==> src/rtl/mem_port_arbiter_pkg.sv <==
`default_nettype none
// ============================================================================
//  Module   : mem_port_arbiter_pkg
//  Purpose  : Shared definitions for the memory port arbiter: arbiter state
//             encoding, requester identifiers, wait-cycle range limits and a
//             helper that turns WAIT_CYCLES into the access timer's terminal
//             count.
//  Ports    : none (package)
//  Revision : 1.0  initial release
// ============================================================================
package mem_port_arbiter_pkg;

    // Arbiter state encoding
    typedef enum logic [1:0] {
        ST_IDLE   = 2'd0,
        ST_ACCESS = 2'd1,
        ST_DONE   = 2'd2
    } arb_state_e;

    // Requester identifiers; also the encoding of the last-grant pointer
    typedef enum logic {
        OWN_FETCH = 1'b0,
        OWN_DATA  = 1'b1
    } owner_e;

    // Legal range of memory access cycles per transaction
    localparam int unsigned C_WAIT_CYCLES_MIN = 1;
    localparam int unsigned C_WAIT_CYCLES_MAX = 15;

    // Access timer width and memory data width
    localparam int unsigned C_TIMER_W = 4;
    localparam int unsigned C_DATA_W  = 32;

    // Terminal count of the access timer for a given WAIT_CYCLES value.
    // Out-of-range values are clamped to the legal range so the 4-bit
    // counter can never be asked to count past its width.
    function automatic logic [C_TIMER_W-1:0] wait_terminal(input int cycles);
        int unsigned c;
        if (cycles < int'(C_WAIT_CYCLES_MIN)) begin
            c = C_WAIT_CYCLES_MIN;
        end else if (cycles > int'(C_WAIT_CYCLES_MAX)) begin
            c = C_WAIT_CYCLES_MAX;
        end else begin
            c = int'(cycles);
        end
        return C_TIMER_W'(c - 1);
    endfunction

endpackage
`default_nettype wire

==> src/rtl/mem_port_arbiter_if.sv <==
`default_nettype none
// ============================================================================
//  Module   : mem_port_arbiter_if
//  Purpose  : Bundle of the fetch requester, data requester and shared memory
//             signals seen by the memory port arbiter.
//  Ports    : f_*   fetch requester (read only)
//             d_*   data requester (read/write)
//             mem_* shared memory port
//  Modports : slave  - arbiter view (requests/memory read data in,
//                      grants/done/read data/memory strobes out)
//             master - requester/memory environment view (opposite)
//  Revision : 1.0  initial release
// ============================================================================
interface mem_port_arbiter_if
    import mem_port_arbiter_pkg::*;
#(
    parameter int ADDR_W = 26
);
    // Fetch requester
    logic                f_req;
    logic [ADDR_W-1:0]   f_addr;
    logic                f_gnt;
    logic                f_done;
    logic [C_DATA_W-1:0] f_rdata;

    // Data requester
    logic                d_req;
    logic                d_we;
    logic [ADDR_W-1:0]   d_addr;
    logic [C_DATA_W-1:0] d_wdata;
    logic                d_gnt;
    logic                d_done;
    logic [C_DATA_W-1:0] d_rdata;

    // Shared memory port
    logic [ADDR_W-1:0]   mem_addr;
    logic                mem_read;
    logic                mem_write;
    logic [C_DATA_W-1:0] mem_wdata;
    logic [C_DATA_W-1:0] mem_rdata;

    modport slave (
        input  f_req, f_addr,
        input  d_req, d_we, d_addr, d_wdata,
        input  mem_rdata,
        output f_gnt, f_done, f_rdata,
        output d_gnt, d_done, d_rdata,
        output mem_addr, mem_read, mem_write, mem_wdata
    );

    modport master (
        output f_req, f_addr,
        output d_req, d_we, d_addr, d_wdata,
        output mem_rdata,
        input  f_gnt, f_done, f_rdata,
        input  d_gnt, d_done, d_rdata,
        input  mem_addr, mem_read, mem_write, mem_wdata
    );

endinterface
`default_nettype wire

==> src/rtl/mem_port_arbiter_access_timer.sv <==
`default_nettype none
// ============================================================================
//  Module   : access_timer
//  Purpose  : 4-bit wait counter for the memory access phase. Cleared by
//             load, advanced by en, and saturating at TERMINAL so it can never
//             wrap inside a transaction.
//  Ports    : clk   - system clock
//             rst_n - asynchronous active-low reset
//             load  - clear the count (entering ACCESS)
//             en    - advance the count by one
//             tc    - count has reached TERMINAL
//  Revision : 1.0  initial release
// ============================================================================
module access_timer
    import mem_port_arbiter_pkg::*;
#(
    parameter logic [C_TIMER_W-1:0] TERMINAL = 4'd1
) (
    input  logic clk,
    input  logic rst_n,
    input  logic load,
    input  logic en,
    output logic tc
);

    logic [C_TIMER_W-1:0] r_count;

    always_ff @(posedge clk or negedge rst_n) begin
        if (!rst_n) begin
            r_count <= '0;
        end else if (load) begin
            r_count <= '0;
        end else if (en && !tc) begin
            r_count <= r_count + 1'b1;
        end
    end

    assign tc = (r_count == TERMINAL);

endmodule
`default_nettype wire

==> src/rtl/mem_port_arbiter.sv <==
`default_nettype none
// ============================================================================
//  Module   : mem_port_arbiter
//  Purpose  : Two-requester (fetch/data) round-robin arbiter for a single
//             shared memory port with a fixed WAIT_CYCLES access time.
//             Each transaction runs IDLE -> ACCESS (WAIT_CYCLES) -> DONE.
//  Ports    : clk   - system clock, all state changes on its rising edge
//             rst_n - asynchronous active-low reset
//             bus   - mem_port_arbiter_if.slave (requesters + memory port)
//  Params   : WAIT_CYCLES - memory access cycles per transaction (1..15)
//             ADDR_W      - word address width
//  Revision : 1.0  initial release
// ============================================================================
module mem_port_arbiter
    import mem_port_arbiter_pkg::*;
#(
    parameter int WAIT_CYCLES = 2,
    parameter int ADDR_W      = 26
) (
    input  logic              clk,
    input  logic              rst_n,
    mem_port_arbiter_if.slave bus
);

    localparam logic [C_TIMER_W-1:0] c_terminal = wait_terminal(WAIT_CYCLES);

    arb_state_e          r_state;
    arb_state_e          w_state_nxt;
    // Last granted requester; while a transaction is in flight it is also the
    // current owner of the memory port.
    owner_e              r_last;
    owner_e              w_winner;
    logic [ADDR_W-1:0]   r_addr;
    logic                r_we;
    logic [C_DATA_W-1:0] r_wdata;
    logic [C_DATA_W-1:0] r_f_rdata;
    logic [C_DATA_W-1:0] r_d_rdata;

    logic w_any_req;
    logic w_grant;
    logic w_timer_load;
    logic w_timer_en;
    logic w_timer_tc;
    logic w_capture;

    assign w_any_req = bus.f_req | bus.d_req;

    // Round-robin pick: on contention the requester that was not granted
    // last wins; a lone request simply wins.
    always_comb begin
        w_winner = OWN_FETCH;
        if (bus.f_req && bus.d_req) begin
            w_winner = (r_last == OWN_DATA) ? OWN_FETCH : OWN_DATA;
        end else if (bus.d_req) begin
            w_winner = OWN_DATA;
        end
    end

    // ------------------------------------------------------------------
    // State machine
    // ------------------------------------------------------------------
    always_ff @(posedge clk or negedge rst_n) begin
        if (!rst_n) begin
            r_state <= ST_IDLE;
        end else begin
            r_state <= w_state_nxt;
        end
    end

    always_comb begin
        w_state_nxt  = r_state;
        w_grant      = 1'b0;
        w_timer_load = 1'b0;
        w_timer_en   = 1'b0;
        w_capture    = 1'b0;
        case (r_state)
            ST_IDLE: begin
                if (w_any_req) begin
                    w_state_nxt  = ST_ACCESS;
                    w_grant      = 1'b1;
                    w_timer_load = 1'b1;
                end
            end
            ST_ACCESS: begin
                if (w_timer_tc) begin
                    // Last access cycle: memory read data is valid now.
                    w_state_nxt = ST_DONE;
                    w_capture   = ~r_we;
                end else begin
                    w_timer_en = 1'b1;
                end
            end
            ST_DONE: begin
                w_state_nxt = ST_IDLE;
            end
            default: begin
                w_state_nxt = ST_IDLE;
            end
        endcase
    end

    // ------------------------------------------------------------------
    // Transaction registers. The memory port is driven only from these,
    // so requesters may change or drop their inputs after the grant.
    // ------------------------------------------------------------------
    always_ff @(posedge clk or negedge rst_n) begin
        if (!rst_n) begin
            r_last    <= OWN_DATA;
            r_addr    <= '0;
            r_we      <= 1'b0;
            r_wdata   <= '0;
            r_f_rdata <= '0;
            r_d_rdata <= '0;
        end else begin
            if (w_grant) begin
                r_last <= w_winner;
                if (w_winner == OWN_DATA) begin
                    r_addr  <= bus.d_addr;
                    r_we    <= bus.d_we;
                    r_wdata <= bus.d_wdata;
                end else begin
                    r_addr  <= bus.f_addr;
                    r_we    <= 1'b0;
                    r_wdata <= '0;
                end
            end
            if (w_capture) begin
                if (r_last == OWN_DATA) begin
                    r_d_rdata <= bus.mem_rdata;
                end else begin
                    r_f_rdata <= bus.mem_rdata;
                end
            end
        end
    end

    access_timer #(
        .TERMINAL (c_terminal)
    ) u_access_timer (
        .clk   (clk),
        .rst_n (rst_n),
        .load  (w_timer_load),
        .en    (w_timer_en),
        .tc    (w_timer_tc)
    );

    // ------------------------------------------------------------------
    // Outputs
    // ------------------------------------------------------------------
    assign bus.f_gnt     = (r_state != ST_IDLE) && (r_last == OWN_FETCH);
    assign bus.d_gnt     = (r_state != ST_IDLE) && (r_last == OWN_DATA);
    assign bus.f_done    = (r_state == ST_DONE) && (r_last == OWN_FETCH);
    assign bus.d_done    = (r_state == ST_DONE) && (r_last == OWN_DATA);
    assign bus.f_rdata   = r_f_rdata;
    assign bus.d_rdata   = r_d_rdata;
    assign bus.mem_addr  = r_addr;
    assign bus.mem_wdata = r_wdata;
    assign bus.mem_read  = (r_state == ST_ACCESS) && !r_we;
    assign bus.mem_write = (r_state == ST_ACCESS) &&  r_we;

endmodule
`default_nettype wire

==> src/flat_wrapper.sv <==
// flat-port wrapper written by rule: the top's interface ports become plain ports
module mem_port_arbiter_flat import mem_port_arbiter_pkg::*;
#(
    parameter int WAIT_CYCLES = 2,
    parameter int ADDR_W      = 26
)
  (clk, rst_n, bus_f_req, bus_f_addr, bus_d_req, bus_d_we, bus_d_addr, bus_d_wdata, bus_mem_rdata, bus_f_gnt, bus_f_done, bus_f_rdata, bus_d_gnt, bus_d_done, bus_d_rdata, bus_mem_addr, bus_mem_read, bus_mem_write, bus_mem_wdata);
  mem_port_arbiter_if #(.ADDR_W(ADDR_W)) bus_i ();
  input  logic clk;
  input  logic rst_n;
  input wire logic [$bits(bus_i.f_req)-1:0] bus_f_req;
  input wire logic [$bits(bus_i.f_addr)-1:0] bus_f_addr;
  input wire logic [$bits(bus_i.d_req)-1:0] bus_d_req;
  input wire logic [$bits(bus_i.d_we)-1:0] bus_d_we;
  input wire logic [$bits(bus_i.d_addr)-1:0] bus_d_addr;
  input wire logic [$bits(bus_i.d_wdata)-1:0] bus_d_wdata;
  input wire logic [$bits(bus_i.mem_rdata)-1:0] bus_mem_rdata;
  output wire logic [$bits(bus_i.f_gnt)-1:0] bus_f_gnt;
  output wire logic [$bits(bus_i.f_done)-1:0] bus_f_done;
  output wire logic [$bits(bus_i.f_rdata)-1:0] bus_f_rdata;
  output wire logic [$bits(bus_i.d_gnt)-1:0] bus_d_gnt;
  output wire logic [$bits(bus_i.d_done)-1:0] bus_d_done;
  output wire logic [$bits(bus_i.d_rdata)-1:0] bus_d_rdata;
  output wire logic [$bits(bus_i.mem_addr)-1:0] bus_mem_addr;
  output wire logic [$bits(bus_i.mem_read)-1:0] bus_mem_read;
  output wire logic [$bits(bus_i.mem_write)-1:0] bus_mem_write;
  output wire logic [$bits(bus_i.mem_wdata)-1:0] bus_mem_wdata;
  assign bus_i.f_req = bus_f_req;
  assign bus_i.f_addr = bus_f_addr;
  assign bus_i.d_req = bus_d_req;
  assign bus_i.d_we = bus_d_we;
  assign bus_i.d_addr = bus_d_addr;
  assign bus_i.d_wdata = bus_d_wdata;
  assign bus_i.mem_rdata = bus_mem_rdata;
  assign bus_f_gnt = bus_i.f_gnt;
  assign bus_f_done = bus_i.f_done;
  assign bus_f_rdata = bus_i.f_rdata;
  assign bus_d_gnt = bus_i.d_gnt;
  assign bus_d_done = bus_i.d_done;
  assign bus_d_rdata = bus_i.d_rdata;
  assign bus_mem_addr = bus_i.mem_addr;
  assign bus_mem_read = bus_i.mem_read;
  assign bus_mem_write = bus_i.mem_write;
  assign bus_mem_wdata = bus_i.mem_wdata;
  mem_port_arbiter #(.WAIT_CYCLES(WAIT_CYCLES), .ADDR_W(ADDR_W)) u_core (.clk(clk), .rst_n(rst_n), .bus(bus_i));
endmodule
==> config.mk <==
export PLATFORM = sky130hd
export DESIGN_NAME = mem_port_arbiter_flat
export DESIGN_NICKNAME = d
export VERILOG_FILES = /design/src/rtl/mem_port_arbiter_pkg.sv /design/src/rtl/mem_port_arbiter_if.sv /design/src/rtl/mem_port_arbiter_access_timer.sv /design/src/rtl/mem_port_arbiter.sv /design/src/flat_wrapper.sv
export SDC_FILE = /design/constraint.sdc
export NUM_CORES = 1
export LEC_CHECK = 0
export BUFFER_PORTS_ARGS = -buffer_cell sky130_fd_sc_hd__buf_2
export CELL_PAD_IN_SITES_DETAIL_PLACEMENT = 1
export CELL_PAD_IN_SITES_GLOBAL_PLACEMENT = 1
export CORE_ASPECT_RATIO = 0.7
export CORE_MARGIN = 3
export CORE_UTILIZATION = 25
export DETAILED_ROUTE_END_ITERATION = 7
export PLACE_DENSITY_LB_ADDON = 0.25
export RECOVER_POWER = 50
export SETUP_SLACK_MARGIN = 0.4
export SLEW_MARGIN = 20
export SYNTH_ARGS = -nofsm -noshare
export SYNTH_HDL_FRONTEND = slang
export SYNTH_SLANG_ARGS = --single-unit
export TNS_END_PERCENT = 30
==> constraint.sdc <==
create_clock -name clk -period 2.3 [get_ports clk]
set_input_delay 0.115 -clock clk [delete_from_list [all_inputs] [get_ports clk]]
set_output_delay 0.115 -clock clk [all_outputs]
set_load 0.01 [all_outputs]
== After elaboration in Yosys (flattened, before gate mapping) ==
Cells that the tools add are included.
Storage, ports and cells
  bits in registers: 130
  input bits: 121
  output and inout port bits: 128
  word-level logic and storage cells: 50
Operators by class
  add/subtract/negate cells: 1
  eq/ne operators: 5
  multiplexer cells: 17
  bitwise logic cells: 3
  reductions and logical operators: 16
Operators by type and width (number)
  2-to-1 mux 32 bit: 1
  2-to-1 mux 26 bit: 1
  2-to-1 mux 1 bit: 10
  logical AND 1 bit: 8
  2-to-1 mux 4 bit: 2
  AND reduction 2 bit: 3
  adder 4 x 1 -> 4 bit, second input constant: 1
  == test 4 x 1 -> 1 bit, second input constant: 1
  2-to-1 mux 2 bit: 2
  case mux 2 bit (2 select lines): 1
  nonzero test 2 bit: 2
  == test 2 x 1 -> 1 bit, second input constant: 1
  == test 2 bit, second input constant: 1
  zero test 1 bit: 2
  zero test 2 bit: 1
  != test 2 x 1 -> 1 bit, second input constant: 1
  != test 2 bit, second input constant: 1
  NOT 1 bit: 2
  bitwise OR 1 bit: 1

== Depth between registers and ports, before layout ==
  depth after elaboration: 6
  depth in mapped cells: 7
  mapped depth without buffers: 5

== Hierarchy ==
From an unflattened synthesis, not the netlist that was laid out.
Unflattened totals
  cells, all modules: 398
  area total of the unflattened synthesis: 5268.8 µm²
By module, submodules not included
  mem_port_arbiter: times used 1, cells each 376, area each 5043.6 µm², seq. area each 3154.3 µm²
  access_timer: times used 1, cells each 22, area each 225.2 µm², seq. area each 100.1 µm²

== Worst setup path after synthesis ==
Ideal clock, no wire load.
  path kind: reg2reg
  start point: register u_core.u_access_timer.r_count[1]
  end point: register u_core.r_f_rdata[10] (netlist: u_core.bus.f_rdata[10])
  library setup time: 125 ps
  arrival time: 1958 ps
  required time: 2175 ps
  path slack: 217 ps
  stages on the path, launching flop included: 8
  buffers on the path: 2
  period minus slack after synthesis: 2083 ps
  cells stage by stage: dfrtp_1 inv_1 ha_1 or3b_4 or4_1 buf_6 buf_12 mux2_4
Between the ends
  longest elaborated chain between the ends: 4
Ends and longest elaborated chain
  from (decl): RTL line mem_port_arbiter_access_timer.sv:26  | logic [C_TIMER_W-1:0] r_count;
  from (signal assigned): RTL line mem_port_arbiter_access_timer.sv:34  | r_count <= r_count + 1'b1;
  == test 4 x 1 -> 1 bit: RTL line mem_port_arbiter_access_timer.sv:38  | assign tc = (r_count == TERMINAL);
  2-to-1 mux 1 bit: RTL line mem_port_arbiter.sv:85  | if (w_timer_tc) begin
  2-to-1 mux 1 bit: RTL line mem_port_arbiter.sv:76  | case (r_state)
  AND reduction 2 bit (no line)
  to (signal assigned): RTL line mem_port_arbiter.sv:131  | r_f_rdata <= bus.mem_rdata;
  to (decl): RTL line mem_port_arbiter.sv:36  | logic [C_DATA_W-1:0] r_f_rdata;
Every way passes these cells.
A chain may end at the register's enable or synchronous reset.

== Final worst setup path ==
  start point: register u_core.u_access_timer.r_count[1]
  end point: register u_core.r_f_rdata[28] (netlist: u_core.bus.f_rdata[28])
The elaborated chain is that of the path after synthesis.

==> results.py <==
metrics = {
    "placement": {
        "routabilityCongestion": 0.753,
        "io_buffers": 248,
        "hpwlAfterDp_um": 11100,
    },
    "floorplan": {
        "die_x_um": 180,
        "rows": 43,
        "die_area_um2": 23100,
        "design.core.area_um2": 20300,
        "dieHeight_um": 128,
        "ios": 249,
        "initial_core_util": 0.261,
    },
    "sta": {
        "setup_viol": 0,
        "final.period_utilization": 0.930,
        "relSlewSlack": 0.0946,
        "rsz0062_at_grt": "true",
        "min_period_ps": 2140,
        "hold_viol_final": 0,
        "fin_setup_tns_ps": 0,
        "tightestPinTransition_ps": 1360,
        "drv_slew": 0,
        "max_freq_mhz": 468,
        "skew_ps": 9.34,
    },
    "global_routing": {
        "grt_pass1_wl_um": 28100,
        "antenna_found_initial": 0,
        "grt_max_degree": 98,
        "grtUsageTotal": 0.150,
        "first_global_vias": 5149,
        "grt-ovfl-total": 0,
    },
    "clock_network": {
        "clock-sinks": 130,
        "cts_tree": "yes",
        "cts_root_buffer": "clkbuf_16",
        "clk_latency_ps": 410,
        "clk_path_buf_depth": 2,
        "htreeDepth": 4,
        "clk_pin_slew_worst_paths_ps": 60,
        "cts_buffers": 17,
    },
    "pwr": {
        "netSwitchingFraction": 0.344,
        "power_frac_clock": 0.263,
        "ir_drop_mv": 0.433,
        "leakagePower_nw": 3.87,
        "p_switching_w": 0.00392,
        "power_density_nw_per_um2": 1350,
        "pwr-share-seq": 0.358,
        "comb_power_share": 0.379,
        "intPower_w": 0.00746,
    },
    "yosys": {
        "yosys_register_bits": 130,
        "synth_common_cells": "dfrtp_1, a22o_1, mux2_2, mux2_4",
        "synth_compound_area_frac": 0.149,
        "synth_cell_types": 34,
        "synthArstFlopShare": 1.00,
        "ys_seq_area_frac": 0.613,
        "synth.area.mux_share": 0.157,
        "synth-simple-area-share": 0.0448,
        "synthAdderAreaFrac": 0.00471,
        "syn_area_um2": 5310,
        "synth_flop_cell": "dfrtp_1",
        "synth-edff-count": 0,
        "synth_top_cell_area_share": 0.608,
        "ys_top_cells_by_area": "dfrtp_1, mux2_4, mux2_2, a22o_1, a2bb2oi_1",
        "synth_top_family_by_area": "multiplexers",
        "synth_area_leader_cell": "dfrtp_1",
        "syn_nets": 496,
        "yosysWarningCount": 0,
        "syn_inst": 373,
        "synth_xor_xnor_area_share": 0,
        "synth.most_common_cell": "dfrtp_1",
        "synth_area_per_cell_um2": 14.2,
    },
    "detailed_routing": {
        "via_per_inst": 4.49,
        "vias": 4539,
        "wl_per_cell_um": 17.1,
        "final_antenna_net_count": 0,
        "drt_iter0_drc": 136,
        "wl_um": 17300,
        "dr.pass1.iters": 5,
        "drc": 0,
    },
    "critical_path": {
        "crit_path_end_kind": "register",
        "start_kind": "register",
        "path_class": "register to register",
        "path_max_fanout": 16,
        "required_ps": 2590,
        "cp.arrival_ps": 2430,
    },
    "layout": {
        "multiInputGateArea_um2": 1910,
        "layout.area.seq_um2": 3250,
        "drive_above_1_share": 0.326,
        "fin_util": 0.414,
        "diodes": 0,
        "syn_to_final_growth_pct": 58.6,
        "nets": 851,
        "fill_cells": 2254,
    },
    "run": {
        "drv_cap": 0,
    },
    "worst_hold_path": {
        "min_path_type": "input pin to register",
    },
    "status": {
        "status": "complete, no violations",
    },
}
-- flip-flops by register name (all words and copies together) (netlist names) --
signal	flops
u_core.bus.f_rdata	32
u_core.bus.mem_addr	26
u_core.bus.mem_wdata	32
u_core.r_last	1
u_core.u_access_timer.r_count	4
u_core.bus.d_rdata	32
u_core.r_we	1
u_core.r_state	2
-- routing by layer --
layer,track usage,vias up,wire length [um]
met1,0.182,2248,7360
met2,0.256,174,8420
met4,0.0401,0,229
met3,0.0539,20,1280
li1,-,2097,-
met5,0,-,0
-- metrics by stage --
| stage | hold WS [ps] | area, um^2 | worst slack [ps] | total power (W) | instances |
|---|---|---|---|---|---|
| finish | 21.1 | 8420 | 161 | 0.0114 | 1010 |
| global route | 22.2 | 8420 | 76.8 | 0.0121 | 1010 |
| CTS | 0.403 | 8530 | 132 | 0.0117 | 1007 |
| detailed placement | 24.9 | 6850 | 139 | 0.00849 | 873 |
| global placement | 17.3 | 6850 | 188 | 0.00834 | 873 |
| floorplan | -181 | 5310 | 219 | 0.00664 | 373 |
-- layout make-up --
class,count,area share
clock buffers,20,0.0530
multi-input cells,213,0.227
clock inverters,11,0.0241
inverters,2,0.000891
well taps,270,0.0401
flip-flops and latches,130,0.386
repair buffers,364,0.269
-- critical path, stage by stage, from the launching register on --
cell and delay [ps]:
dfrtp_1 380, inv_1 60, ha_1 150, or3b_4 400
or4_4 480, clkbuf_16 230, mux2_4 310
-- path summary, 6_finish.rpt --
| kind | start | to | slack [ps] | cells after the start |
|---|---|---|---|---|
| worst max-delay path | u_core.u_access_timer.r_count[1] | u_core.bus.f_rdata[28] | 160 | 6 |
| worst min-delay path | bus_d_addr[6] | u_core.bus.mem_addr[6] | 20 | 3 |
| worst max register to register | u_core.u_access_timer.r_count[1] | u_core.bus.f_rdata[28] | 160 | 6 |
| worst min register to register | u_core.bus.mem_wdata[14] | u_core.bus.mem_wdata[14] | 510 | 1 |
| max in group asynchronous | rst_n | u_core.bus.mem_addr[11] | 430 | 3 |
| min in group asynchronous | rst_n | u_core.bus.d_rdata[26] | 160 | 2 |
-- layout by cell type, fill, tap and decap left out, types with 3 or more instances in the layout --
master           n
mux2_4          30
a2bb2oi_1       26
o21ai_0          4
a21oi_1          4
clkbuf_16       18
nor2_2           3
mux2_2          32
clkbuf_1       124
dlygate4sd3_1  103
bufinv_16        5
a211oi_1        26
clkinv_4         5
a22o_1          33
nand2_1         26
buf_4            9
nor2_1           4
dfrtp_1        129
buf_2          125
-- cells by family after synthesis --
group	after synthesis
AOI/OAI and AO/OA	98
adders and majority gates	2
buffers and inverters	30
DFF	130
muxes	64
and+or+nand+nor	49
-- power groups by stage --
| stage | clock (W) | sequential, W | combinational [W] |
|---|---|---|---|
| global placement | 0 | 0.00403 | 0.00432 |
| global route | 0.00318 | 0.00423 | 0.00473 |
| finish | 0.00299 | 0.00408 | 0.00431 |
| CTS | 0.00309 | 0.00406 | 0.00457 |
| detailed placement | 0 | 0.00405 | 0.00444 |
| floorplan | 0 | 0.00444 | 0.00219 |
-- what timing repair did --
action,in CTS,in global routing
cloned,0,1
hold buffers,103,0
setup buffers,0,2
gates resized for setup,0,3
setup endpoints to repair,65,110
hold endpoints to repair,156,0
Power figures use the tool's default switching activity.
